**src/rtl/gauss_conv_mac.sv**
```systemverilog
// Gaussian convolution MAC: one tap per cycle, then a 32-step restoring divide by the kernel weight sum.
// Build option GAUSS_ROUND_EN: adds sum>>1 to the dividend for round-half-up (truncation otherwise).
module gauss_conv_mac #(
  parameter  int MAX_KERNAL = 7,
  parameter  int ACC_W      = 32,
  localparam int KW         = $clog2(MAX_KERNAL)
) (
  input  logic                                         clk,
  input  logic                                         n_rst,
  input  logic                                         kernel_load,
  input  logic [MAX_KERNAL-1:0][MAX_KERNAL-1:0][7:0]   kernel,
  input  logic [31:0]                                  kernel_sum,
  input  logic [KW-1:0]                                kernel_size,
  input  logic                                         win_valid,
  output logic                                         win_ready,
  input  logic [MAX_KERNAL-1:0][MAX_KERNAL-1:0][7:0]   window,
  output logic                                         out_valid,
  input  logic                                         out_ready,
  output logic [7:0]                                   out_pixel,
  output logic                                         div_zero,
  output logic                                         busy
);

  localparam int CW = $clog2(ACC_W);

  typedef enum logic [1:0] {IDLE, MAC, DIV, OUT} state_t;
  state_t state, state_nxt;

  logic [MAX_KERNAL-1:0][MAX_KERNAL-1:0][7:0] kern_q, win_q;
  logic [31:0]      sum_q;
  logic [KW-1:0]    ksize_q, k_last, tx, ty;
  logic             kernel_valid;
  logic [ACC_W-1:0] acc, dvd, rem, acc_sum, round_add, rem_nxt, quo_nxt;
  logic [ACC_W:0]   trial, sum_ext, diff;
  logic [15:0]      prod;
  logic [CW-1:0]    div_cnt;
  logic             accept, last_tap, last_div, qbit, sum_zero;

  function automatic logic [KW-1:0] clamp_k(input logic [KW-1:0] k);
    if (k == '0)                      return KW'(1);
    else if (int'(k) > MAX_KERNAL)    return KW'(MAX_KERNAL);
    else                              return k;
  endfunction

  function automatic logic [7:0] sat8(input logic [ACC_W-1:0] q);
    return (q > ACC_W'(255)) ? 8'hFF : q[7:0];
  endfunction

  assign win_ready = (state == IDLE) && kernel_valid && !kernel_load;
  assign accept    = win_valid && win_ready;
  assign out_valid = (state == OUT);
  assign busy      = (state != IDLE);

  assign k_last   = ksize_q - KW'(1);
  assign last_tap = (tx == k_last) && (ty == k_last);
  assign last_div = (div_cnt == CW'(ACC_W - 1));
  assign sum_zero = (sum_q == '0);

  assign prod    = {8'd0, kern_q[ty][tx]} * {8'd0, win_q[ty][tx]};
  assign acc_sum = acc + ACC_W'(prod);
`ifdef GAUSS_ROUND_EN
  assign round_add = ACC_W'(sum_q >> 1);
`else
  assign round_add = '0;
`endif

  // Restoring divide step: remainder always stays below the divisor, so it fits ACC_W bits
  assign trial   = {rem, dvd[ACC_W-1]};
  assign sum_ext = (ACC_W+1)'(sum_q);
  assign qbit    = (trial >= sum_ext);
  assign diff    = trial - sum_ext;
  assign rem_nxt = qbit ? diff[ACC_W-1:0] : trial[ACC_W-1:0];
  assign quo_nxt = sum_zero ? '0 : {dvd[ACC_W-2:0], qbit};

  always_comb begin
    state_nxt = state;
    case (state)
      IDLE: if (accept)    state_nxt = MAC;
      MAC:  if (last_tap)  state_nxt = DIV;
      DIV:  if (last_div)  state_nxt = OUT;
      OUT:  if (out_ready) state_nxt = IDLE;
      default:             state_nxt = IDLE;
    endcase
  end

  always_ff @(posedge clk) begin
    if (!n_rst) begin
      state        <= IDLE;
      kernel_valid <= 1'b0;
      kern_q       <= '0;
      sum_q        <= '0;
      ksize_q      <= '0;
      tx           <= '0;
      ty           <= '0;
      div_cnt      <= '0;
      out_pixel    <= '0;
      div_zero     <= 1'b0;
    end else begin
      state <= state_nxt;
      case (state)
        IDLE: begin
          if (kernel_load) begin
            kern_q       <= kernel;
            sum_q        <= kernel_sum;
            ksize_q      <= clamp_k(kernel_size);
            kernel_valid <= 1'b1;
          end
          if (accept) begin
            tx      <= '0;
            ty      <= '0;
            div_cnt <= '0;
          end
        end
        MAC: begin
          if (tx == k_last) begin
            tx <= '0;
            ty <= ty + KW'(1);
          end else begin
            tx <= tx + KW'(1);
          end
        end
        DIV: begin
          div_cnt <= div_cnt + CW'(1);
          if (sum_zero) div_zero <= 1'b1;
          if (last_div) out_pixel <= sat8(quo_nxt);
        end
        default: ;
      endcase
    end
  end

  // Datapath registers carry no reset; they are always reloaded before use
  always_ff @(posedge clk) begin
    case (state)
      IDLE: if (accept) begin
        win_q <= window;
        acc   <= '0;
      end
      MAC: begin
        acc <= acc_sum;
        if (last_tap) begin
          dvd <= acc_sum + round_add;
          rem <= '0;
        end
      end
      DIV: begin
        dvd <= quo_nxt;
        if (!sum_zero) rem <= rem_nxt;
      end
      default: ;
    endcase
  end

endmodule

```
**config.mk**
```make
export PLATFORM = sky130hd
export DESIGN_NAME = gauss_conv_mac
export DESIGN_NICKNAME = d
export VERILOG_FILES = /design/src/rtl/gauss_conv_mac.sv
export SDC_FILE = /design/constraint.sdc
export NUM_CORES = 2
export LEC_CHECK = 0
export CAP_MARGIN = 10
export CORE_AREA = 2 2 330 332
export CTS_BUF_LIST = sky130_fd_sc_hd__clkbuf_8
export CTS_CLUSTER_DIAMETER = 120
export DETAILED_ROUTE_END_ITERATION = 7
export DIE_AREA = 0 0 332 334
export PLACE_DENSITY = 0.68
export SLEW_MARGIN = 15
export SYNTH_ARGS = -nofsm -noshare
export SYNTH_HDL_FRONTEND = slang
export SYNTH_SLANG_ARGS = --single-unit
export TNS_END_PERCENT = 10
```
**constraint.sdc**
```tcl
create_clock -name clk -period 9.7 [get_ports clk]
set_clock_uncertainty 0.2 [all_clocks]
set_input_delay 0.97 -clock clk [delete_from_list [all_inputs] [get_ports clk]]
set_output_delay 0.97 -clock clk [all_outputs]
set_load 0.02 [all_outputs]
```
== Word level (Yosys, flattened, before mapping) ==
Index checks and enable logic that the tools add are counted.

* Add/subtract/negate cells: 6
* Multipliers: 1
* Order comparisons: 4
* Equality and inequality tests: 12
* Mux-type cells: 31
* Reduce and logical (&&, ||, !) cells: 22

{| class="wikitable"
|+ Operators by type and width
! cell !! number
|-
| $bmux 56 s3 || 2
|-
| $mux 32 || 6
|-
| $pmux 32 s2 || 3
|-
| $mux 56 || 2
|-
| $bmux 8 s3 || 2
|-
| $ge 33x32->1 || 1
|-
| $add 32x16->32 || 1
|-
| $gt 32x8->1 const B || 1
|-
| $logic_not 32->1 || 1
|-
| $sub 32x32->32 || 1
|-
| $mux 8 || 3
|-
| $mul 8x8->16 || 1
|-
| $reduce_and 2->1 || 7
|-
| $mux 3 || 4
|-
| $pmux 3 s2 || 2
|-
| $ne 2x2->1 const B || 5
|-
| $pmux 5 s2 || 1
|-
| $lt 3x4->1 const B || 2
|-
| $mux 2 || 4
|-
| $pmux 2 s4 || 1
|-
| $reduce_bool 2->1 || 4
|-
| $add 3x1->3 const B || 2
|-
| $eq 3x3->1 || 2
|-
| $reduce_and 3->1 || 2
|-
| other kinds (12) || 16
|}

* Register bits after elaboration: 938
* Input bits: 824
* Output and inout bits: 12
* Logic and storage cells: 186

== Logic depth before layout (Yosys ltp) ==
* Depth after elaboration: 8
* Depth in mapped cells: 32
* Mapped depth without buffers: 28

== Least setup slack after synthesis ==
Ideal clock, no wire load.

* Path kind: input to register
* From: in kernel_load
* To: reg div_cnt[4]
* Library setup time: 0.129 ns
* Arrival: 10.355 ns
* Data required time: 9.371 ns
* Setup slack: -0.985 ns
* Stages: 6
* Buffers on the path: 0
* Path through: nor2_1 nand2_1 inv_1 a21oi_1 a32oi_1 nor2b_1

* Longest elaborated chain between the ends: 5

{| class="wikitable"
|+ Ends and longest elaborated chain
! item !! RTL line !! RTL
|-
| start, declared || 10 || <nowiki>input logic kernel_load,</nowiki>
|-
| $logic_not 1->1 || 49 || <nowiki>assign win_ready = (state == IDLE) && kernel_valid && !kernel_load;</nowiki>
|-
| $logic_and 1x1->1 || 49 ||
|-
| $logic_and 1x1->1 || 50 || <nowiki>assign accept = win_valid && win_ready;</nowiki>
|-
| $ne 2x2->1 (no line) || - ||
|-
| $reduce_and 2->1 (no line) || - ||
|-
| end signal, assigned || 123 || <nowiki>div_cnt <= div_cnt + CW'(1);</nowiki>
|-
| end, declared || 36 || <nowiki>logic [CW-1:0] div_cnt;</nowiki>
|}

Every way passes these cells.
A chain may end at the register's enable or synchronous reset.

== Worst setup path in the final report ==
* From: reg ty[0]
* To: reg dvd[30], data pin

* Longest elaborated chain between the ends: 8

{| class="wikitable"
|+ Ends and longest elaborated chain
! item !! RTL line !! RTL
|-
| start, declared || 31 || <nowiki>logic [KW-1:0] ksize_q, k_last, tx, ty;</nowiki>
|-
| start signal, assigned || 117 || <nowiki>ty <= ty + KW'(1);</nowiki>
|-
| $bmux 56 s3 || 59 || <nowiki>assign prod = {8'd0, kern_q[ty][tx]} * {8'd0, win_q[ty][tx]};</nowiki>
|-
| $mux 56 (not written as such) || 59 ||
|-
| $bmux 8 s3 || 59 ||
|-
| $mux 8 (not written as such) || 59 ||
|-
| $mul 8x8->16 * || 59 ||
|-
| $add 32x16->32 * || 60 || <nowiki>assign acc_sum = acc + ACC_W'(prod);</nowiki>
|-
| $mux 32 * || 141 || <nowiki>if (last_tap) begin</nowiki>
|-
| $pmux 32 s2 * || 134 || <nowiki>case (state)</nowiki>
|-
| end signal, assigned || 142 || <nowiki>dvd <= acc_sum + round_add;</nowiki>
|-
| end signal, assigned || 147 || <nowiki>dvd <= quo_nxt;</nowiki>
|-
| end, declared || 33 || <nowiki>logic [ACC_W-1:0] acc, dvd, rem, acc_sum, round_add, rem_nxt, quo_nxt;</nowiki>
|}

Every way passes the cells marked *; elsewhere a longest branch is shown, timed or not. The select of a mux whose other input is x is not followed.

==> flow_metrics.env <==
export IMPL_status="completed"
export IMPL_post_drt_wl_per_cell_um=24.2
export IMPL_power_density_nw_per_um2=223
export IMPL_pwr_share_clk_pct=27.9
export IMPL_average_instance_area_after_synthesis_um2=10.8
export IMPL_p_switching_mw=4.32
export IMPL_layoutNonFillerInstCount=6419
export IMPL_cell_internal_pwr_mw=8.24
export IMPL_grt_setup_unrepaired="no"
export IMPL_grt_antenna_before_repair=63
export IMPL_switching_share_pct=34.4
export IMPL_synth_edff_count=488
export IMPL_dpl_worst_slack_ns=1.36
export IMPL_worstHoldPathType="reg2reg"
export IMPL_synth_largest_area_cell="edfxtp_1"
export IMPL_core_area_um2=108000
export IMPL_post_cts_setup_buffers=0
export IMPL_first_global_vias=34200
export IMPL_synth_warnings=0
export IMPL_worst_slew_margin_rel_pct=22.3
export IMPL_grt_total_usage_pct=27.4
export IMPL_synthArstFlopShare_pct=0
export IMPL_detailed_place_hpwl_um=115000
export IMPL_synthDistinctLibCells=66
export IMPL_max_clock_path_buffers=3
export IMPL_synth_main_ff_cell="edfxtp_1"
export IMPL_cts_max_level=4
export IMPL_globalRoute_totalOverflow=0
export IMPL_clkTransAtPathRegs_ns=0.06
export IMPL_die_w_um=332
export IMPL_maxCapViolations=0
export IMPL_post_route_fraction_of_the_period_consumed_by_the_critical_path_pct=85.5
export IMPL_initial_detailed_routing_violation_count=3023
export IMPL_cp_arrival_ns=8.60
export IMPL_yosys_register_bits=938
export IMPL_vdd_ir_drop_max_mv=0.144
export IMPL_synth_area_leaders="edfxtp_1, dfxtp_1, nand2_1"
export IMPL_vias_per_cell=5.38
export IMPL_ioPinCount=836
export IMPL_seq_area_frac_synth_pct=54.2
export IMPL_cts_tree="yes"
export IMPL_ant_nets=0
export IMPL_areaGrowthSynthToFinish_pct=29.1
export IMPL_setup_viol_count_final=0
export IMPL_synthCells=4062
export IMPL_final_period_minus_worst_setup_slack_ns=8.30
export IMPL_vias=34500
export IMPL_std_cell_rows=121
export IMPL_crit_fanout=30
export IMPL_cell_chain_of_the_critical_path="buf_4 > mux4_2 > mux4_2 > nor2b_1 > a211oi_1 > a31oi_1 > nor2b_1 > fa_1 > fa_1 > fa_1 > inv_1 > fa_1 > inv_1 > ha_1 > o21ai_0 > nand2b_1 > a31oi_1 > a2111oi_0 > nor2_1 > nor3_1 > xnor2_1 > o21ai_0"
export IMPL_setup_worst_path_end_class="flop"
export IMPL_crit_slowest_cell="dfxtp_4"
export IMPL_floorplan_die_area_um2=111000
export IMPL_worst_setup_path_start_kind="flop"
export IMPL_port_buffers=835
export IMPL_timing_critical_path_required_ns=10.01
export IMPL_share_seq_of_total_power_pct=40.7
export IMPL_start_util_pct=40.5
export IMPL_pin_count_of_the_biggest_net_entering_global_routing=184
export IMPL_gp_routability_congestion=0.934
export IMPL_synth_nets=5020
export IMPL_finalSetupTns_ns=0
export IMPL_postCtsResizedCells=0
export IMPL_clkSinkCount=938
export IMPL_cts_hold_bufs=0
export IMPL_nNetsFinal=5792
export IMPL_wire_length_of_the_first_global_routing_pass_um=225000
export IMPL_drtPass1Iterations=5
export IMPL_cts_buffers_inserted=160
export IMPL_p_leak_nw=19.9
export IMPL_synthesis_area_um2=43700
export IMPL_fp_dieH_um=334
export IMPL_setup_ws_ns=1.40
export IMPL_worstMarginPinSlew_ns=1.17
export IMPL_yosysTopAreaCellShare_pct=33.6
export IMPL_max_freq_ghz=0.121
export IMPL_route_final_wire_length_um=155000
export IMPL_critPathKind="reg2reg"
export IMPL_ctsRootBufferMaster="clkbuf_8"
export IMPL_timing_final_max_slew_violations=0
export IMPL_post_route_cells_drive_above_1_share_pct=9.24
export IMPL_drt_drc_violations_left=0
export IMPL_timing_critical_path_mode_cell="fa_1"
export IMPL_clkLatencyLatePin_ns=0.84
export IMPL_placedCellCount=6086
export IMPL_timing_hold_violations_final=0
export IMPL_cp_slowest_stage_delay_ns=0.74
export IMPL_comb_power_share_pct=31.4
[final timing paths]
kind | endpoint | cells past startpoint | startpoint | slack, ns
worst min register to register | kern_q[238] | 2 | kern_q[238] | 0.25
worst min-delay path | kern_q[238] | 2 | kern_q[238] | 0.25
worst max-delay path | dvd[30] | 22 | ty[0] | 1.40
worst max register to register | dvd[30] | 22 | ty[0] | 1.40
[cells in the mapped netlist, types with 22 or more instances]
| cell | count |
|---|---|
| nand2_1 | 1074 |
| edfxtp_1 | 488 |
| dfxtp_1 | 450 |
| a21oi_1 | 266 |
| a21boi_0 | 238 |
| clkbuf_1 | 199 |
| nor2_1 | 158 |
| inv_1 | 148 |
| mux4_2 | 147 |
| mux2i_1 | 135 |
| o21ai_0 | 132 |
| ha_1 | 83 |
| fa_1 | 51 |
| o211ai_1 | 35 |
| xnor2_1 | 34 |
| buf_2 | 30 |
| o22ai_1 | 29 |
| nand2b_1 | 25 |
| nor3_1 | 25 |
| xor2_1 | 25 |
| a21o_1 | 22 |
| buf_4 | 22 |
[power groups by stage]
stage	clock (mW)	sequential [mW]	combinational (mW)
after CTS	3.57	5.11	3.95
after detailed placement	0	5.19	3.93
after floorplan	0	5.04	2.72
after global routing	3.74	5.16	4.37
final	3.51	5.11	3.94
after global placement	0	5.18	3.90
[critical path, delay by kind of cell, from the launching register on]
kind | cells | cell delay, ns
compound gates | 6 | 1.50
xor+xnor | 1 | 0.26
fa+ha+maj | 5 | 2.45
buf+inv | 3 | 0.49
flops | 1 | 0.74
mux | 2 | 1.10
simple gates | 5 | 1.21
[final cells by class]
cell class / count / area [um^2]
inverters: 150 / 574
multi-input cells: 2701 / 18300
repair buffers: 883 / 8840
diodes: 38 / 95.1
flip-flops and latches: 938 / 23700
clock inverters: 113 / 631
clock buffers: 182 / 2500
well taps: 1414 / 1770
fillers: 9637 / 51400
[stage by stage]
stage / hold WS (ns) / cell area [um^2] / utilization (%) / power (mW)
global route: 0.272 / 56400 / 52.3 / 13.3
floorplan: 0.233 / 43700 / - / 7.76
global placement: 0.241 / 53100 / 49.3 / 9.07
finish: 0.251 / 56400 / 52.3 / 12.6
CTS: 0.254 / 56300 / 52.2 / 12.6
detailed placement: 0.246 / 53100 / 49.3 / 9.12
[metal layers]
| layer | share of wire (%) | track usage [%] | up-vias |
|---|---|---|---|
| met1 | 41 | 35.2 | 16900 |
| met3 | 7.8 | 6.16 | 279 |
| met4 | 3.5 | 11.7 | 34 |
| met5 | 0.17 | 0 | - |
| met2 | 48 | 44.5 | 1486 |
| li1 | - | - | 15900 |
[cells by family (layout without fill, tap and decap cells)]
kind of cell / Yosys count / after routing / synth area share, %
XOR/XNOR: 59 / 59 / 1.18
buffers and inverters: 423 / 1328 / 4.08
other: 0 / 38 / 0
AO/OA/AOI/OAI: 834 / 834 / 12.2
multiplexers: 291 / 291 / 10.9
flip-flops: 938 / 938 / 54.2
AND/OR/NAND/NOR: 1383 / 1383 / 12.7
adder cells (fa/ha/maj): 134 / 134 / 4.72
[registers in the layout, indices dropped and copies added, names as in the netlist]
signal	count
dvd	32
div_cnt	5
kern_q	392
acc	32
out_pixel	8
sum_q	32
win_q	392
rem	32
div_zero	1
tx	3
state	2
ksize_q	3
kernel_valid	1
ty	3
[placed cells by master (no fill, tap or decap), types with 13 or more instances in the layout]
cell type,Yosys,routed
fa_1,51,51
edfxtp_1,488,488
buf_4,22,38
a21o_1,22,22
mux4_2,147,147
inv_1,148,211
nor2b_1,17,17
o22ai_1,29,29
nand2b_1,25,25
a21oi_1,266,266
mux2i_1,135,135
clkinv_2,0,19
clkinv_1,0,13
nand4_1,15,15
ha_1,83,82
xnor2_1,34,34
dfxtp_1,450,444
o211ai_1,35,35
nor2_1,158,157
a21boi_0,238,237
o21ai_0,132,131
diode_2,0,38
nor4_1,16,16
nand2_1,1074,1073
a31oi_1,19,19
o221ai_1,18,18
xor2_1,25,25
o21a_1,13,13
clkbuf_8,0,182
clkdlybuf4s50_1,0,834
nor3_1,25,25
No activity file was read; power rests on OpenSTA's default activity.
